### config.mk
export PLATFORM = sky130hd
export DESIGN_NAME = read_responder
export DESIGN_NICKNAME = d
export VERILOG_FILES = /design/src/rtl/read_responder.sv
export SDC_FILE = /design/constraint.sdc
export NUM_CORES = 1
export LEC_CHECK = 0
export ABC_AREA = 1
export ABC_CLOCK_PERIOD_IN_PS = 2500
export BUFFER_PORTS_ARGS = -buffer_cell sky130_fd_sc_hd__buf_2
export CAP_MARGIN = 20
export CORE_AREA = 2 2 135 137
export DETAILED_ROUTE_END_ITERATION = 7
export DIE_AREA = 0 0 137 139
export GPL_ROUTABILITY_DRIVEN = 0
export PLACE_DENSITY = 0.57
export SETUP_SLACK_MARGIN = 0.5
export SYNTH_ARGS = -nofsm -noshare
export SYNTH_HDL_FRONTEND = slang
export SYNTH_SLANG_ARGS = --single-unit
### constraint.sdc
create_clock -name clk_i -period 2.5 [get_ports clk_i]
set_input_delay 0.25 -clock clk_i [delete_from_list [all_inputs] [get_ports clk_i]]
set_output_delay 0.25 -clock clk_i [all_outputs]
set_load 0.02 [all_outputs]
### src/rtl/read_responder.sv
// read_responder: returns CPU read data from the register bank (addresses below NUM_REGS) or from
// RAM through a strobe/ready handshake. Define RD_TIMEOUT_EN to bound RAM waits by RAM_TIMEOUT.
module read_responder #(
  parameter int unsigned DATA_W      = 16,
  parameter int unsigned NUM_REGS    = 17,
  parameter int unsigned RAM_TIMEOUT = 15
) (
  input  logic                       clk_i,
  input  logic                       rst_ni,
  input  logic                       rd_req_i,
  input  logic [15:0]                add_i,
  input  logic [NUM_REGS*DATA_W-1:0] reg_q_i,
  output logic                       ram_rd_o,
  output logic [15:0]                ram_add_o,
  input  logic [DATA_W-1:0]          ram_data_i,
  input  logic                       ram_rdy_i,
  output logic                       busy_o,
  output logic                       rd_ack_o,
  output logic [DATA_W-1:0]          rd_data_o,
  output logic                       rd_err_o
);

  typedef enum logic [1:0] {StIdle, StRegRd, StRamWait} state_e;

  state_e            state_q;
  logic [15:0]       addr_q;
  logic [15:0]       ram_add_q;
  logic              ram_rd_q;
  logic              rd_ack_q;
  logic [DATA_W-1:0] rd_data_q;
  logic [DATA_W-1:0] reg_sel;

`ifdef RD_TIMEOUT_EN
  localparam int unsigned CntW = $clog2(RAM_TIMEOUT + 1);

  logic [CntW-1:0] cnt_q;
  logic            rd_err_q;
  logic            timeout;

  assign timeout  = (cnt_q == CntW'(RAM_TIMEOUT - 1));
  assign rd_err_o = rd_err_q;
`else
  logic unused_timeout_cfg;

  assign unused_timeout_cfg = (RAM_TIMEOUT == 0);
  assign rd_err_o           = 1'b0;
`endif

  // Register slice picked by the captured address; only consulted in StRegRd.
  always_comb begin
    reg_sel = '0;
    for (int unsigned k = 0; k < NUM_REGS; k++) begin
      if (addr_q == 16'(k)) reg_sel = reg_q_i[k*DATA_W +: DATA_W];
    end
  end

  always_ff @(posedge clk_i or negedge rst_ni) begin
    if (!rst_ni) begin
      state_q   <= StIdle;
      addr_q    <= '0;
      ram_add_q <= '0;
      ram_rd_q  <= 1'b0;
      rd_ack_q  <= 1'b0;
      rd_data_q <= '0;
`ifdef RD_TIMEOUT_EN
      cnt_q     <= '0;
      rd_err_q  <= 1'b0;
`endif
    end else begin
      rd_ack_q <= 1'b0;
`ifdef RD_TIMEOUT_EN
      rd_err_q <= 1'b0;
`endif
      unique case (state_q)
        StIdle: begin
          if (rd_req_i) begin
            addr_q <= add_i;
            if (add_i < 16'(NUM_REGS)) begin
              state_q <= StRegRd;
            end else begin
              ram_add_q <= add_i;
              ram_rd_q  <= 1'b1;
`ifdef RD_TIMEOUT_EN
              cnt_q     <= '0;
`endif
              state_q   <= StRamWait;
            end
          end
        end
        StRegRd: begin
          rd_data_q <= reg_sel;
          rd_ack_q  <= 1'b1;
          state_q   <= StIdle;
        end
        StRamWait: begin
          // Ready takes priority over a timeout landing on the same edge.
          if (ram_rdy_i) begin
            rd_data_q <= ram_data_i;
            rd_ack_q  <= 1'b1;
            ram_rd_q  <= 1'b0;
            state_q   <= StIdle;
          end else begin
`ifdef RD_TIMEOUT_EN
            cnt_q <= cnt_q + 1'b1;
            if (timeout) begin
              rd_data_q <= '1;
              rd_ack_q  <= 1'b1;
              rd_err_q  <= 1'b1;
              ram_rd_q  <= 1'b0;
              state_q   <= StIdle;
            end
`endif
          end
        end
        default: state_q <= StIdle;
      endcase
    end
  end

  assign ram_rd_o  = ram_rd_q;
  assign ram_add_o = ram_add_q;
  assign busy_o    = (state_q != StIdle);
  assign rd_ack_o  = rd_ack_q;
  assign rd_data_o = rd_data_q;

endmodule
# Word-level counts from Yosys, hierarchy flattened
# Index checks and enable logic that the tools add are counted.
[totals]
ff_bits = 52
latch_bits = 0
mem_bits_rw = 0
romBits = 0
inputBits = 308
out_inout_bits = 36
wordCells = 68
n_memories = 0
[classes]
n_addsub = 0
mul = 0
n_div = 0
magnitude_cmp = 1
n_eq_ne = 21
shift = 0
n_mux = 29
bitwise_logic = 1
n_reduce_logical = 10
[ops]
columns = ["op", "count"]
rows = [
  ["$mux 16", 18],
  ["$eq 16x4->1 const B", 8],
  ["$eq 16x3->1 const B", 4],
  ["$eq 16x2->1 const B", 2],
  ["$pmux 16 s2", 1],
  ["$eq 16x1->1 const B", 1],
  ["$eq 16x5->1 const B", 1],
  ["$logic_not 16->1", 1],
  ["$lt 16x5->1 const B", 1],
  ["$mux 2", 3],
  ["$ne 2x2->1 const B", 3],
  ["$reduce_and 2->1", 3],
  ["$reduce_bool 2->1", 3],
  ["$mux 1", 4],
  ["$pmux 1 s2", 2],
  ["$pmux 2 s2", 1],
  ["$reduce_and 4->1", 1],
  ["$reduce_and 3->1", 1],
  ["$eq 2x1->1 const B", 1],
  ["$eq 2x2->1 const B", 1],
  ["$logic_not 2->1", 1],
  ["$not 1->1", 1],
]

# Longest topological paths before layout
# Gate-level depths: netlist (run 1).
[depth]
ltp_word = 19
mapped_depth = 19
ltp_nobuf = 18

# Least setup slack after synthesis (run 1)
# Ideal clock, no wire load.
[synth_timing]
path_type = "register to register"
from = "register state_q[0]"
to = "register rd_data_q[10], in the netlist rd_data_o[10]"
setup_time_ns = 0.117
arrival_ns = 1.901
path_slack_ns = 0.483
path_stages_with_launch = 11
synth_period_minus_slack_ns = 2.017
path_cell_list = "dfrtp_1 inv_1 ha_1 buf_2 clkinv_1 or2_2 o21ai_1 inv_1 buf_2 nand2_1 nand2_1"
[synth_via]
elab_chain_cells = 3
[synth_rtl]
columns = ["item", "line_no", "text"]
rows = [
  ["from (decl)", "25", "state_e state_q;"],
  ["from (signal assigned)", "59", "state_q <= StIdle;"],
  ["from (signal assigned)", "79", "state_q <= StRegRd;"],
  ["from (signal assigned)", "86", "state_q <= StRamWait;"],
  ["$eq 2x2->1 / $eq 2x1->1 (equally long branches)", "74", "unique case (state_q)"],
  ["$ne 2x2->1 (no line) / $reduce_bool 2->1 (equally long branches)", "-", ""],
  ["$reduce_and 2->1 (no line)", "-", ""],
  ["to (signal assigned)", "91", "rd_data_q <= reg_sel;"],
  ["to (signal assigned)", "98", "rd_data_q <= ram_data_i;"],
  ["to (decl)", "30", "logic [DATA_W-1:0] rd_data_q;"],
]
# Parallel ways exist; a longest one is shown, timed or not.
# A chain may end at the register's enable or synchronous reset.

# Worst setup path after layout (run 1)
[layout_timing]
from = "register addr_q[0]"
to = "register rd_data_q[4], in the netlist rd_data_o[4]"
[layout_via]
elab_chain_cells = 19
[layout_rtl]
columns = ["item", "line_no", "text"]
rows = [
  ["from (decl)", "26", "logic [15:0] addr_q;"],
  ["from (signal assigned)", "77", "addr_q <= add_i;"],
  ["$logic_not 16->1", "53", "if (addr_q == 16'(k)) reg_sel = reg_q_i[k*DATA_W +: DATA_W];"],
  ["$mux 16 (16 in series)", "53", ""],
  ["$mux 16 (*)", "53", ""],
  ["$pmux 16 s2 (*)", "74", ""],
]
# Mark *: on every way between the ends. The rest lies on a longest branch, timed or not.

==> results of run 1 <==
## area by class of cell
class	instances	area [um2]	share of cell area [%]
inverter	91	349	4.67
tap	229	287	3.83
multi-input combinational	658	3210	43.0
antenna	3	7.51	0.100
timing repair buffer	391	2180	29.1
clock buffer	6	129	1.72
sequential	52	1300	17.4
clock inverter	2	16.3	0.217
## cell families after synthesis
logic type	after synthesis	synth area share, %
compound gates	20	2.27
fa+ha+maj	3	0.782
buf+inv	125	11.6
flops	52	27.1
other cells	1	0.0781
simple gates	631	58.1
## cells in the final DEF, fill, tap and decap left out, types with 3 or more instances in the layout
cell	synthesis	layout
buf_12	1	5
buf_2	13	342
buf_4	4	35
buf_6	5	9
clkbuf_16	0	5
dfrtp_1	52	50
diode_2	0	3
ha_1	3	3
inv_1	87	85
inv_4	2	3
nand2_1	355	348
nand2_2	2	8
nand3_1	55	43
nand3_2	0	12
nand4_1	48	48
nor2_1	139	106
nor2_2	5	31
nor2_4	3	12
nor3_1	5	4
nor3_2	3	3
nor4_4	6	7
o21ai_0	14	14
## power groups by stage
stage	logic [W]	clock network [W]	registers, W
floorplan	0.00126	0	0.00178
global placement	0.00247	0	0.00148
detailed placement	0.00249	0	0.00147
CTS	0.00267	0.000724	0.00148
global route	0.00308	0.000757	0.00153
finish	0.00280	0.000696	0.00148
## per-layer routing
metal | GRT usage [%] | vias up
met5 | 0 | -
met4 | 6.89 | 2
met3 | 3.69 | 40
met2 | 39.4 | 290
met1 | 30.6 | 2969
li1 | - | 3328
## registers in the layout (all words and copies together) (netlist names)
signal,cells
addr_q,16
ram_add_o,16
ram_rd_o,1
rd_ack_o,1
rd_data_o,16
state_q,2
## path summary, 6_finish.rpt
check,startpoint,end,slack (ns),cells past startpoint
min in group clk_i,add_i[11],addr_q[11]$_DFFE_PN0P_,0.19,3
min,rst_ni,rd_data_o[9]$_DFFE_PN0P_,0.07,2
min reg2reg,ram_add_o[11]$_DFFE_PN0P_,ram_add_o[11]$_DFFE_PN0P_,0.47,2
max,addr_q[0]$_DFFE_PN0P_,rd_data_o[4]$_DFFE_PN0P_,0.09,19
max reg2reg,addr_q[0]$_DFFE_PN0P_,rd_data_o[4]$_DFFE_PN0P_,0.09,19
max in group asynchronous,rst_ni,addr_q[1]$_DFFE_PN0P_,1.91,2
## what timing repair did
| item | 4_1_cts | 5_1_grt |
|---|---|---|
| gates resized for setup | 44 | 40 |
| setup endpoints to repair | 16 | 17 |
| pin swaps | 24 | 41 |
| setup buffers | 13 | 7 |
| gates cloned | 2 | 1 |
## per-stage QoR
| stage | instance area [um2] | cells |
|---|---|---|
| after floorplan | 4810 | 832 |
| after global placement | 6860 | 1398 |
| after detailed placement | 6860 | 1398 |
| after CTS | 7270 | 1421 |
| after global routing | 7480 | 1432 |
| final | 7480 | 1432 |
==> run summary, run 1 <==
RSZ-0062 raised after global routing - true
via-per-instance ratio - 4.63
CTS clock-pin slew for the worst setup and hold paths - 0.07 ns
Die Area - 19,000 um2
synthesis-to-layout area growth - 55.8%
WL per Instance - 16.5 um
met2 routed WL - 11.1 mm
switching power - 0.00236 W
crit-path cells - buf_6 -> nor2_4 -> nand2_4 -> nor2_4 -> buf_6 -> nand3_2 -> nand2_1 -> nor2_2 -> nand3_2 -> nor2_4 -> nand4_1 -> nor2_2 -> nand4_1 -> nor2_1 -> nand4_1 -> nand2_1 -> nand2_1 -> nand2_1 -> nand2_1
Final Cycle Share - 96.2%
max_cap viols - 0
WS Path Type - reg -> reg
min-delay worst type - in -> async
Synth top cells by count - nand2_1 (355), nor2_1 (139), inv_1 (87)
die width - 137 um
hold buffers post-CTS - 0
Max-slew headroom - 53.6%
DR pass1 iterations - 5
Worst Max-Slew Pin Slew - 0.696 ns
WL final - 23.6 mm
vias post-DR - 6,629
Final ANT Viol Nets - 0
Rows - 49
Hold Slack - 0.0718 ns
Setup WS pre-CTS - -0.0500 ns
f_max - 416 MHz
Clock Latency Late Sink - 0.29 ns
crit start category - flop
Setup Skew - 0.00480 ns
share of cells above drive strength 1 - 40.8%
die height - 139 um
switching share of total power - 47.3%
Post-synth EDFFs - 0
most used cell, CP - nand2_1
crit-path max cell delay - 0.41 ns
critical path data arrival time - 2.59 ns
YS warnings - 0
delay-heaviest family, CP - simple AND/OR/NAND/NOR gates
register area share after synthesis - 27.1%
CTS Buf Count - 5
crit path max-delay cell type - dfrtp_1
run status - complete, no violations
Post-synth ARST share - 100%
ys flop type - dfrtp_1
met3 WL post-DR - 1.83 mm
Clock power frac - 14.0%
core area - 17,700 um2
Final Util - 42.4%
vias in the first global route - 6,215
crit end category - flop
initial antenna violation count - 4
pin count of the biggest net entering global routing - 53
Starting DRT DRC Count - 408
synthesized flop and latch total - 52
port buffer count - 342
CTS H-tree lvls - 2
setup ws final - 0.0938 ns
M1 WL - 9.97 mm
detailed placement HPWL - 18.8 mm
Final Hold Fails - 0
Congestion Overflow GR - 0
synth top area cells - nand2_1 (28%), dfrtp_1 (27%), nor2_1 (11%)
LEAKAGE - 4.37 nW
uppermost routed layer - met5
Cells after Synth - 832
setup violators final - 0
overall power - 0.00498 W
CTS tree - yes
GR Util All Layers - 23.4%
clk sinks - 52
most common cell in the synthesized netlist - nand2_1
# nets final - 1,510
Synth top area share - 27.7%
number of remaining DRC errors - 0
Int Power - 0.00262 W
CTS root buf - clkbuf_16
Critical Path Fanout Max - 7
pwr dens - 665 nW/um2
area leader, netlist - nand2_1
Slew Viols, Final - 0
syn_area_per_cell - 5.77 um2
I/O pin cnt - 344
first-pass GRT wire length - 34.0 mm
TNS Setup - 0 ns
worst endpoint required time - 2.68 ns
Combinational Power Share - 56.2%
worst path bufs/invs - 2
minimum clock period after layout - 2.41 ns
Sequential Power Share - 29.8%
library cells used by synthesis - 35
maximum root-to-sink buffer count - 2
syn_nets - 1,143
starting density of the core - 27.2%
Mapped Area - 4800 um2
Fillers - 1,976
peak supply drop - 0.783 mV
Note: power is estimated with default switching activity, not from simulation.
==> run 2: changes to the inputs <==
--- a/config.mk
+++ b/config.mk
@@ -9,11 +9,13 @@
 export ABC_CLOCK_PERIOD_IN_PS = 2500
 export BUFFER_PORTS_ARGS = -buffer_cell sky130_fd_sc_hd__buf_2
 export CAP_MARGIN = 20
-export CORE_AREA = 2 2 135 137
+export CELL_PAD_IN_SITES_DETAIL_PLACEMENT = 1
+export CELL_PAD_IN_SITES_GLOBAL_PLACEMENT = 1
+export CORE_AREA = 2 2 139 141
 export DETAILED_ROUTE_END_ITERATION = 7
-export DIE_AREA = 0 0 137 139
+export DIE_AREA = 0 0 141 143
 export GPL_ROUTABILITY_DRIVEN = 0
-export PLACE_DENSITY = 0.57
+export PLACE_DENSITY = 0.8
 export SETUP_SLACK_MARGIN = 0.5
 export SYNTH_ARGS = -nofsm -noshare
 export SYNTH_HDL_FRONTEND = slang
==> run 2 against run 1 <==
The run now ends with negative hold slack left. Hold slack worse by 0.11 ns. Maximum frequency down 2.0%. Critical path depth fell by 3. Clock skew rose by 0.0045 ns. Critical path type unchanged. Largest power group unchanged.
==> run summary, run 2 (synthesis gave the netlist of run 1 again) <==
setup ws final - 0.0437 ns
WL per Instance - 18.0 um
Final Hold Fails - 25
CTS root buf - clkbuf_16
dpl cell area - 6890 um2
crit-path max cell delay - 0.40 ns
run status - finished, violations left
Worst Max-Slew Pin Slew - 0.653 ns
R2R Setup Slk - 0.04 ns
crit path max-delay cell type - dfrtp_1
WS Path Type - reg -> reg
delay-heaviest family, CP - simple AND/OR/NAND/NOR gates
die height - 143 um
min-delay worst type - in -> async
# nets final - 1,531
crit end category - flop
violated checks - negative hold slack
most used cell, CP - nand2_1
clk sinks - 52
Die Area - 20,200 um2
Setup WS pre-CTS - -0.100 ns
Rows - 50
port buffer count - 342
die width - 141 um
CTS clock-pin slew for the worst setup and hold paths - 0.07 ns
LEAKAGE - 4.57 nW
Slew Viols, Final - 0
worst endpoint required time - 2.74 ns
post-route cell area - 7820 um2
crit start category - flop
RR Endpoint - rd_data_o[10]$_DFFE_PN0P_
Int Power - 0.00267 W
vias post-DR - 6,913
Congestion Overflow GR - 0
GR Util All Layers - 24.5%
Critical Path Fanout Max - 8
f_max - 407 MHz
Sequential Power Share - 29.4%
RSZ-0062 raised after global routing - true
CTS Buf Count - 5
Setup Skew - 0.00932 ns
synthesis-to-layout area growth - 62.9%
peak supply drop - 0.556 mV
switching power - 0.00250 W
core area - 18,600 um2
starting density of the core - 25.8%
first-pass GRT wire length - 38.0 mm
TNS Setup - 0 ns
Final ANT Viol Nets - 0
CTS tree - yes
WL final - 26.3 mm
setup violators final - 0
R2R depth - 16
pin count of the biggest net entering global routing - 29
switching share of total power - 48.3%
minimum clock period after layout - 2.46 ns
number of remaining DRC errors - 0
Starting DRT DRC Count - 219
share of cells above drive strength 1 - 43.2%
DR pass1 iterations - 4
crit-path cells - nor2_2 -> nand2_4 -> nor2_8 -> inv_6 -> buf_12 -> nor4_4 -> buf_4 -> clkinvlp_4 -> buf_4 -> nor2_2 -> nor2_2 -> nand4_1 -> nand2_1 -> nand2_1 -> nand2_1 -> nand2_1
max_cap viols - 0
Clock Latency Late Sink - 0.30 ns
pwr dens - 662 nW/um2
critical path data arrival time - 2.70 ns
CTS H-tree lvls - 2
worst path bufs/invs - 5
Combinational Power Share - 56.9%
via-per-instance ratio - 4.73
detailed placement HPWL - 20.4 mm
I/O pin cnt - 344
vias in the first global route - 6,947
Clock power frac - 13.7%
Hold Slack - -0.0343 ns
hold buffers post-CTS - 0
maximum root-to-sink buffer count - 2
initial antenna violation count - 11
R2R Path Start - addr_q[9]$_DFFE_PN0P_
Final Cycle Share - 98.3%
Max-slew headroom - 56.5%
commonest cells after routing, fill and taps aside - buf_2 (342), nand2_1 (341), nor2_1 (101), inv_1 (82), dfrtp_1 (50)
commonest non-fill, non-tap cell in the layout - buf_2
==> run 2: cell types whose count changed in the layout (fill, tap and decap cells not counted), moves of 4 or more <==
| cell | change |
|---|---|
| diode_2 | +4 |
| buf_12 | +4 |
| buf_4 | +8 |
| nand2_1 | -7 |
| nor2_1 | -5 |
| nand2_4 | +5 |
| buf_6 | +7 |
| nor2_2 | +5 |
==> run 2: final cells by class <==
| cell class | instances | area (um2) |
|---|---|---|
| Multi-Input combinational cell | 658 | 3270 |
| Antenna cell | 7 | 17.5 |
| Inverter | 91 | 357 |
| Timing Repair Buffer | 412 | 2430 |
| Clock inverter | 3 | 22.5 |
| Tap cell | 234 | 293 |
| Sequential cell | 52 | 1300 |
| Clock buffer | 5 | 125 |
| Fill cell | 2543 | 10800 |
==> run 2: worst max-delay path by stage <==
stage	cells past startpoint	end	slack, ns	startpoint
finish	16	rd_data_o[10]$_DFFE_PN0P_	0.04	addr_q[9]$_DFFE_PN0P_
global route	19	rd_data_o[8]$_DFFE_PN0P_	-0.15	addr_q[3]$_DFFE_PN0P_
CTS	17	rd_data_o[3]$_DFFE_PN0P_	0.05	addr_q[4]$_DFFE_PN0P_
detailed placement	17	rd_data_o[7]$_DFFE_PN0P_	-0.10	addr_q[0]$_DFFE_PN0P_
global placement	17	rd_data_o[3]$_DFFE_PN0P_	-0.02	addr_q[0]$_DFFE_PN0P_
floorplan	10	rd_data_o[10]$_DFFE_PN0P_	0.60	state_q[0]$_DFFE_PN0P_
==> run 2: power by group through the flow <==
stage	logic, W	registers [W]	clock network (W)
finish	0.00294	0.00152	0.000708
global route	0.00323	0.00158	0.000753
CTS	0.00278	0.00151	0.000732
detailed placement	0.00251	0.00151	0
global placement	0.00244	0.00149	0
floorplan	0.00126	0.00178	0
==> run 2: layer usage <==
layer	up-vias	routed length, um	global-route usage (%)
met4	6	642	7.68
met1	3239	10900	30.2
met5	-	36	0
li1	3370	-	-
met3	43	1670	4.36
met2	255	13100	43.5
==> run 2: what timing repair did <==
action                     CTS  global route
buffers inserted            29             9
gates cloned                 2             3
setup endpoints to repair   16            17
pin swaps                   31            51
resized for setup           57            58
==> run 2: worst reg2reg max path, delay by kind of cell, from the launching register on <==
family | cells | cell delay, ns
and+or+nand+nor | 11 | 1.19
buffers and inverters | 5 | 0.82
DFF | 1 | 0.40
==> run 2: metrics by stage <==
| step | hold slack [ns] | cells | util, % | power, W |
|---|---|---|---|---|
| detailed placement | 0.323 | 1404 | 37.1 | 0.00402 |
| finish | -0.0343 | 1462 | 42.1 | 0.00518 |
| floorplan | -0.0456 | 832 | - | 0.00303 |
| global placement | 0.314 | 1404 | 37.1 | 0.00393 |
| CTS | 0.00117 | 1443 | 40.3 | 0.00503 |
| global route | 0.0358 | 1460 | 42.1 | 0.00556 |
